<file path="config.mk">
export PLATFORM = sky130hd
export DESIGN_NAME = pipelined_adder
export DESIGN_NICKNAME = d
export VERILOG_FILES = /design/src/rtl/pipelined_adder_pkg.sv /design/src/rtl/pipelined_adder_slice.sv /design/src/rtl/pipelined_adder.sv
export SDC_FILE = /design/constraint.sdc
export NUM_CORES = 1
export LEC_CHECK = 0
export BUFFER_PORTS_ARGS = -buffer_cell sky130_fd_sc_hd__buf_4
export CAP_MARGIN = 30
export CORE_MARGIN = 2
export CORE_UTILIZATION = 45
export CTS_BUF_LIST = sky130_fd_sc_hd__clkbuf_4
export CTS_CLUSTER_SIZE = 40
export DETAILED_ROUTE_END_ITERATION = 16
export GPL_TIMING_DRIVEN = 0
export PLACE_DENSITY = 0.68
export REMOVE_ABC_BUFFERS = 1
export SYNTH_ARGS = -nofsm -noshare
export SYNTH_HDL_FRONTEND = slang
export SYNTH_HIERARCHICAL = 1
export SYNTH_SLANG_ARGS = --single-unit
</file>
<file path="constraint.sdc">
create_clock -name clk -period 1.8 [get_ports clk]
set_input_delay 0.09 -clock clk [delete_from_list [all_inputs] [get_ports clk]]
set_output_delay 0.09 -clock clk [all_outputs]
set_load 0.02 [all_outputs]
</file>
<file path="src/rtl/pipelined_adder_pkg.sv">
`default_nettype none
// +----------------------------------------------------------------------+
// | pipelined_adder_pkg : shared mode encodings and counter width        |
// | Rev 1.0                                                              |
// +----------------------------------------------------------------------+
package pipelined_adder_pkg;

  typedef enum logic [1:0] {
    MODE_ADD     = 2'b00,
    MODE_SUB     = 2'b01,
    MODE_SAT_ADD = 2'b10,
    MODE_RSVD    = 2'b11
  } mode_e;

  localparam int c_op_count_w = 16;

endpackage : pipelined_adder_pkg
`default_nettype wire

</file>
<file path="src/rtl/pipelined_adder_slice.sv">
`default_nettype none
// +----------------------------------------------------------------------+
// | adder_slice : combinational SLICE_W-bit add with carry in / out      |
// | Rev 1.0                                                              |
// +----------------------------------------------------------------------+
module adder_slice
  import pipelined_adder_pkg::*;
#(
  parameter int SLICE_W = 2
) (
  input  logic [SLICE_W-1:0] i_a,
  input  logic [SLICE_W-1:0] i_b,
  input  logic               i_cin,
  output logic [SLICE_W-1:0] o_sum,
  output logic               o_cout
);

  logic [SLICE_W:0] w_full;

  assign w_full = {1'b0, i_a} + {1'b0, i_b} + {{SLICE_W{1'b0}}, i_cin};
  assign o_sum  = w_full[SLICE_W-1:0];
  assign o_cout = w_full[SLICE_W];

endmodule : adder_slice
`default_nettype wire

</file>
<file path="src/rtl/pipelined_adder.sv">
`default_nettype none
// +----------------------------------------------------------------------+
// | pipelined_adder : STAGES-deep sliced adder (ADD/SUB/SAT_ADD), stall  |
// | by global enable, saturating handshake counter.  Rev 1.0             |
// +----------------------------------------------------------------------+
module pipelined_adder
  import pipelined_adder_pkg::*;
#(
  parameter int WIDTH  = 4,
  parameter int STAGES = 2
) (
  input  logic                    clk,
  input  logic                    rst_n,
  input  logic                    in_valid,
  output logic                    in_ready,
  input  logic [WIDTH-1:0]        a,
  input  logic [WIDTH-1:0]        b,
  input  logic [1:0]              mode,
  output logic                    out_valid,
  input  logic                    out_ready,
  output logic [WIDTH:0]          sum,
  output logic                    out_flag,
  input  logic                    clear_count,
  output logic [c_op_count_w-1:0] op_count
);

  localparam int c_slice_w = WIDTH / STAGES;
  localparam int c_last    = STAGES - 1;

  if (WIDTH < 2 || WIDTH > 32 || STAGES < 1 || STAGES > 4 || (WIDTH % STAGES) != 0) begin : g_bad_param
    $error("pipelined_adder: illegal WIDTH/STAGES combination");
  end

  // Each beat carries a rotating operand window: the low slice is consumed
  // per stage and the produced sum slice enters at the top, so after STAGES
  // rotations r_xa holds the complete sum in natural order.
  logic             r_v    [STAGES];
  logic [WIDTH-1:0] r_xa   [STAGES];
  logic [WIDTH-1:0] r_xb   [STAGES];
  logic             r_c    [STAGES];
  mode_e            r_mode [STAGES];

  logic             w_v_in    [STAGES];
  logic [WIDTH-1:0] w_xa_in   [STAGES];
  logic [WIDTH-1:0] w_xb_in   [STAGES];
  logic             w_c_in    [STAGES];
  mode_e            w_mode_in [STAGES];
  logic [WIDTH-1:0] w_xa_nx   [STAGES];
  logic [WIDTH-1:0] w_xb_nx   [STAGES];
  logic             w_c_nx    [STAGES];

  logic             w_en;
  logic [c_op_count_w-1:0] r_op_count;

  assign w_en      = !r_v[c_last] || out_ready;
  assign in_ready  = w_en;
  assign out_valid = r_v[c_last];
  assign op_count  = r_op_count;

  for (genvar k = 0; k < STAGES; k++) begin : g_stage
    logic [c_slice_w-1:0] w_slice;

    if (k == 0) begin : g_head
      // Subtraction is a + ~b + 1: invert B and seed carry-in once at entry.
      assign w_v_in[k]    = in_valid;
      assign w_xa_in[k]   = a;
      assign w_xb_in[k]   = (mode == MODE_SUB) ? ~b : b;
      assign w_c_in[k]    = (mode == MODE_SUB);
      assign w_mode_in[k] = mode_e'(mode);
    end else begin : g_body
      assign w_v_in[k]    = r_v[k-1];
      assign w_xa_in[k]   = r_xa[k-1];
      assign w_xb_in[k]   = r_xb[k-1];
      assign w_c_in[k]    = r_c[k-1];
      assign w_mode_in[k] = r_mode[k-1];
    end

    adder_slice #(
      .SLICE_W (c_slice_w)
    ) u_slice (
      .i_a    (w_xa_in[k][c_slice_w-1:0]),
      .i_b    (w_xb_in[k][c_slice_w-1:0]),
      .i_cin  (w_c_in[k]),
      .o_sum  (w_slice),
      .o_cout (w_c_nx[k])
    );

    if (STAGES == 1) begin : g_norot
      assign w_xa_nx[k] = w_slice;
      assign w_xb_nx[k] = w_xb_in[k];
    end else begin : g_rot
      assign w_xa_nx[k] = {w_slice, w_xa_in[k][WIDTH-1:c_slice_w]};
      assign w_xb_nx[k] = {w_xb_in[k][c_slice_w-1:0], w_xb_in[k][WIDTH-1:c_slice_w]};
    end
  end

  always_ff @(posedge clk or negedge rst_n) begin
    if (!rst_n) begin
      for (int k = 0; k < STAGES; k++) begin
        r_v[k]    <= 1'b0;
        r_xa[k]   <= '0;
        r_xb[k]   <= '0;
        r_c[k]    <= 1'b0;
        r_mode[k] <= MODE_ADD;
      end
    end else if (w_en) begin
      for (int k = 0; k < STAGES; k++) begin
        r_v[k]    <= w_v_in[k];
        r_xa[k]   <= w_xa_nx[k];
        r_xb[k]   <= w_xb_nx[k];
        r_c[k]    <= w_c_nx[k];
        r_mode[k] <= w_mode_in[k];
      end
    end
  end

  // The B window has no use once the last slice is added.
  logic w_unused_xb;
  assign w_unused_xb = ^r_xb[c_last];

  always_comb begin
    sum      = {r_c[c_last], r_xa[c_last]};
    out_flag = r_c[c_last];
    case (r_mode[c_last])
      MODE_SUB: begin
        sum      = {~r_c[c_last], r_xa[c_last]};
        out_flag = ~r_c[c_last];
      end
      MODE_SAT_ADD: begin
        if (r_c[c_last]) begin
          sum      = {1'b0, {WIDTH{1'b1}}};
          out_flag = 1'b1;
        end else begin
          sum      = {1'b0, r_xa[c_last]};
          out_flag = 1'b0;
        end
      end
      default: begin
      end
    endcase
  end

  always_ff @(posedge clk or negedge rst_n) begin
    if (!rst_n) begin
      r_op_count <= '0;
    end else if (clear_count) begin
      r_op_count <= '0;
    end else if (out_valid && out_ready && (r_op_count != {c_op_count_w{1'b1}})) begin
      r_op_count <= r_op_count + {{(c_op_count_w-1){1'b0}}, 1'b1};
    end
  end

endmodule : pipelined_adder
`default_nettype wire

</file>
==> results.md <==
* Sink Count at 34
* Worst VDD drop at 0.5910 mV
* Setup-failing EPs final at 0
* Fin crit share at 99.77%
* # IOs at 39
* Worst-skew pair later-pin latency at 340 ps
* Reg-to-reg setup timing slack at 4 ps
* DRT antenna net count at 0
* WL/cell at 13.85 um
* Area growth, synth to finish at 29.42%
* Crit start category: flip-flop
* Avg Cell Area, Syn at 10.13 um2
* PwrDens at 848.4 mW/mm2
* First-pass GRT wire length at 6.375 mm
* Async SR Flop Fraction at 100.0%
* Max Clk Rate at 556.8 MHz
* Setup TNS at 0 ps
* Final Critical Period at 1796 ps
* Yosys warnings at 6
* R2r worst-path depth at 7
* Num CTS Buffers at 5
* Sequential cell area at 853.3 um2
* Synthesized area at 0.001863 mm2
* Crit-path max FO at 10
* Initial Util at 46.57%
* Clock H-tree levels at 2
* Worst R2R End: op_count[9]$_DFFE_PN0P_
* P_int at 1.356 mW
* Clock slew at reported path FFs at 110 ps
* RePlAce Congestion at 0.7758
* Pleak at 1.135 nW
* Filler Cell Count at 354
* CP arrival at 2070 ps
* Top cell type's share of synthesized area at 45.67%
* DIE WIDTH at 68.35 um
* Critical R2R Launch: op_count[1]$_DFFE_PN0P_
* Clk pwr share at 20.8%
* Std cell rows at 23
* Total track usage at 18.62%
* Placed inst area at 0.002152 mm2
* Hold Crit Start: clear_count
* Post-synth cell types at 31
* Initial DRC count at 151
* Final-report max-slew violation count at 0
* Relative slew slack at 66.42%
* Total gr overflow at 0
* Fin area at 0.002411 mm2
* Nets@finish at 258
* Post-synth EDFFs at 0
* Layout cell share with drive strength beyond 1 at 33.90%
* Core ar. at 0.004000 mm2
* DR DRC count at 0
* Root Buffer: clkbuf_4
* Worst Path Required at 2080 ps
* Antenna cell count at 0
* Initial antenna violation count at 0
* Hpwl dp at 2.499 mm
* Hold Crit Endpoint: op_count[11]$_DFFE_PN0P_
* RSZ-0062 raised after global routing: yes
* Synth area leader: dfrtp_1
* Dpl ws at -463.4 ps
* Dominant synthesized flop cell: dfrtp_1
* Final hold violation count at 0
* Via Count at 1510
* Sw frac at 33.70%
* Gate power share at 33.9%
* Worst hold path cell count at 2
* Total wire length at 3.961 mm
* Clock skew at 13.02 ps
* PortBufs at 38
* TritonRoute pass-1 iters at 4
* Die area at 0.004671 mm2
* CTS tree: yes
* Sequential share of the synthesized area at 45.67%
* Clock Tree Buf Depth at 2
* Max-Cap Viols at 0
* Worst setup margin at 4.093 ps
* Min-delay worst type: input port to flip-flop
* Seq cells post-synth at 34
* Status: completed
* Worst-margin pin slew at 503.3 ps
* Vias in the first global route at 1425
* CP Class: flip-flop to flip-flop
* Sw power at 0.6893 mW
* Area contributors post-synth: dfrtp_1, mux2_2, fa_1, inv_1, a21oi_1
* Multi-input gate area at 949.7 um2
* CP endpoint kind: flip-flop
* Die height at 68.35 um
* Routed vias/inst at 5.280
* Mapped Cells at 184
* Sequential power share at 45.4%
* Largest net degree at the start of global routing at 35
[per-layer routing]
metal / wire [um] / vias to the layer above / part of all wire [%] / global-route usage, %
li1: - / 747 / - / -
met3: 205 / 4 / 5.2 / 6.086
met2: 1969 / 44 / 50 / 30.95
met1: 1746 / 715 / 44 / 21.97
met5: 0 / - / 0 / 0
met4: 39 / 0 / 0.98 / 8.000
[layout make-up]
cell class / count / area share, %
Clock inverter: 2 / 0.3633
Inverter: 21 / 3.269
Timing Repair Buffer: 52 / 17.13
Multi-Input combinational cell: 121 / 39.39
Tap cell: 50 / 2.595
Sequential cell: 34 / 35.39
Clock buffer: 6 / 1.868
[stage by stage]
step | power (mW) | instances | hold slack [ps] | util (%)
2_1_floorplan | 1.315 | 175 | -205.6 | -
6_report | 2.045 | 286 | 35.57 | 60.28
4_1_cts | 2.031 | 284 | 16.37 | 58.59
3_3_place_gp | 1.546 | 263 | 68.79 | 53.80
3_5_place_dp | 1.562 | 263 | 69.14 | 53.80
5_1_grt | 2.192 | 286 | 16.34 | 60.28
[critical path: stages (launching register included)]
cell     delay, ps
dfrtp_1        400
ha_2           200
nand4_1        100
buf_4          140
o41ai_4         80
buf_6          160
or4_1          520
a21oi_2        130
[logic make-up (layout without fill, tap and decap cells)]
kind of cell	Yosys count	count (layout)	share of synthesized area, %
flops	34	34	45.67
simple gates	51	51	15.78
fa+ha+maj	8	8	6.985
compound gates	41	42	12.96
mux	14	14	8.395
xor+xnor	6	6	2.821
buf+inv	30	81	7.387
[placed cells by master (no fill, tap or decap), types with 6 or more instances in the layout]
cell type       n
dlygate4sd3_1   6
nand3_1         6
dfrtp_1        32
o21ai_0        13
mux2_2         13
clkbuf_4        6
a21oi_1        13
nand2_1        11
inv_1          21
or3_1          10
buf_4          44
o21ai_1         7
[cells in the mapped netlist (5+ instances only)]
cell type	count
a21oi_1	15
clkbuf_1	5
dfrtp_1	34
inv_1	21
mux2_2	13
nand2_1	11
nand3_1	6
nor2_1	6
o21ai_0	14
o21ai_1	6
or3_1	10
[how the worst max path moves through the flow]
stage	slack, ps	startpoint	end	depth (start not counted)
2_1_floorplan	-190	op_count[0]$_DFFE_PN0P_	op_count[1]$_DFFE_PN0P_	5
3_5_place_dp	-460	mode[1]	r_xa[7]$_DFFE_PN0P_	8
6_report	4	op_count[1]$_DFFE_PN0P_	op_count[9]$_DFFE_PN0P_	7
4_1_cts	8	op_count[11]$_DFFE_PN0P_	op_count[15]$_DFFE_PN0P_	4
3_3_place_gp	-390	mode[1]	r_xa[7]$_DFFE_PN0P_	8
5_1_grt	-60	op_count[0]$_DFFE_PN0P_	op_count[9]$_DFFE_PN0P_	7
[timing repair]
| action | CTS | global route |
|---|---|---|
| endpoints found under the setup margin | 16 | 22 |
| hold buffers | 6 | 0 |
| endpoints found under the hold margin | 39 | 0 |
| buffers inserted | 6 | 3 |
| resized for setup | 3 | 14 |
| pin swaps | 2 | 4 |
| gates cloned | 1 | 0 |
[power groups by stage]
stage,combinational (mW),clock [mW],sequential (mW)
finish,0.693,0.425,0.928
global route,0.776,0.474,0.942
CTS,0.660,0.443,0.927
detailed placement,0.620,0,0.943
global placement,0.604,0,0.942
floorplan,0.382,0,0.933
[registers in the layout, summed over array words and instances (netlist names)]
signal / count
r_mode: 4
r_c: 2
out_valid: 1
op_count: 16
r_xb: 2
r_xa: 8
r_v: 1
No activity file was read; power rests on OpenSTA's default activity.
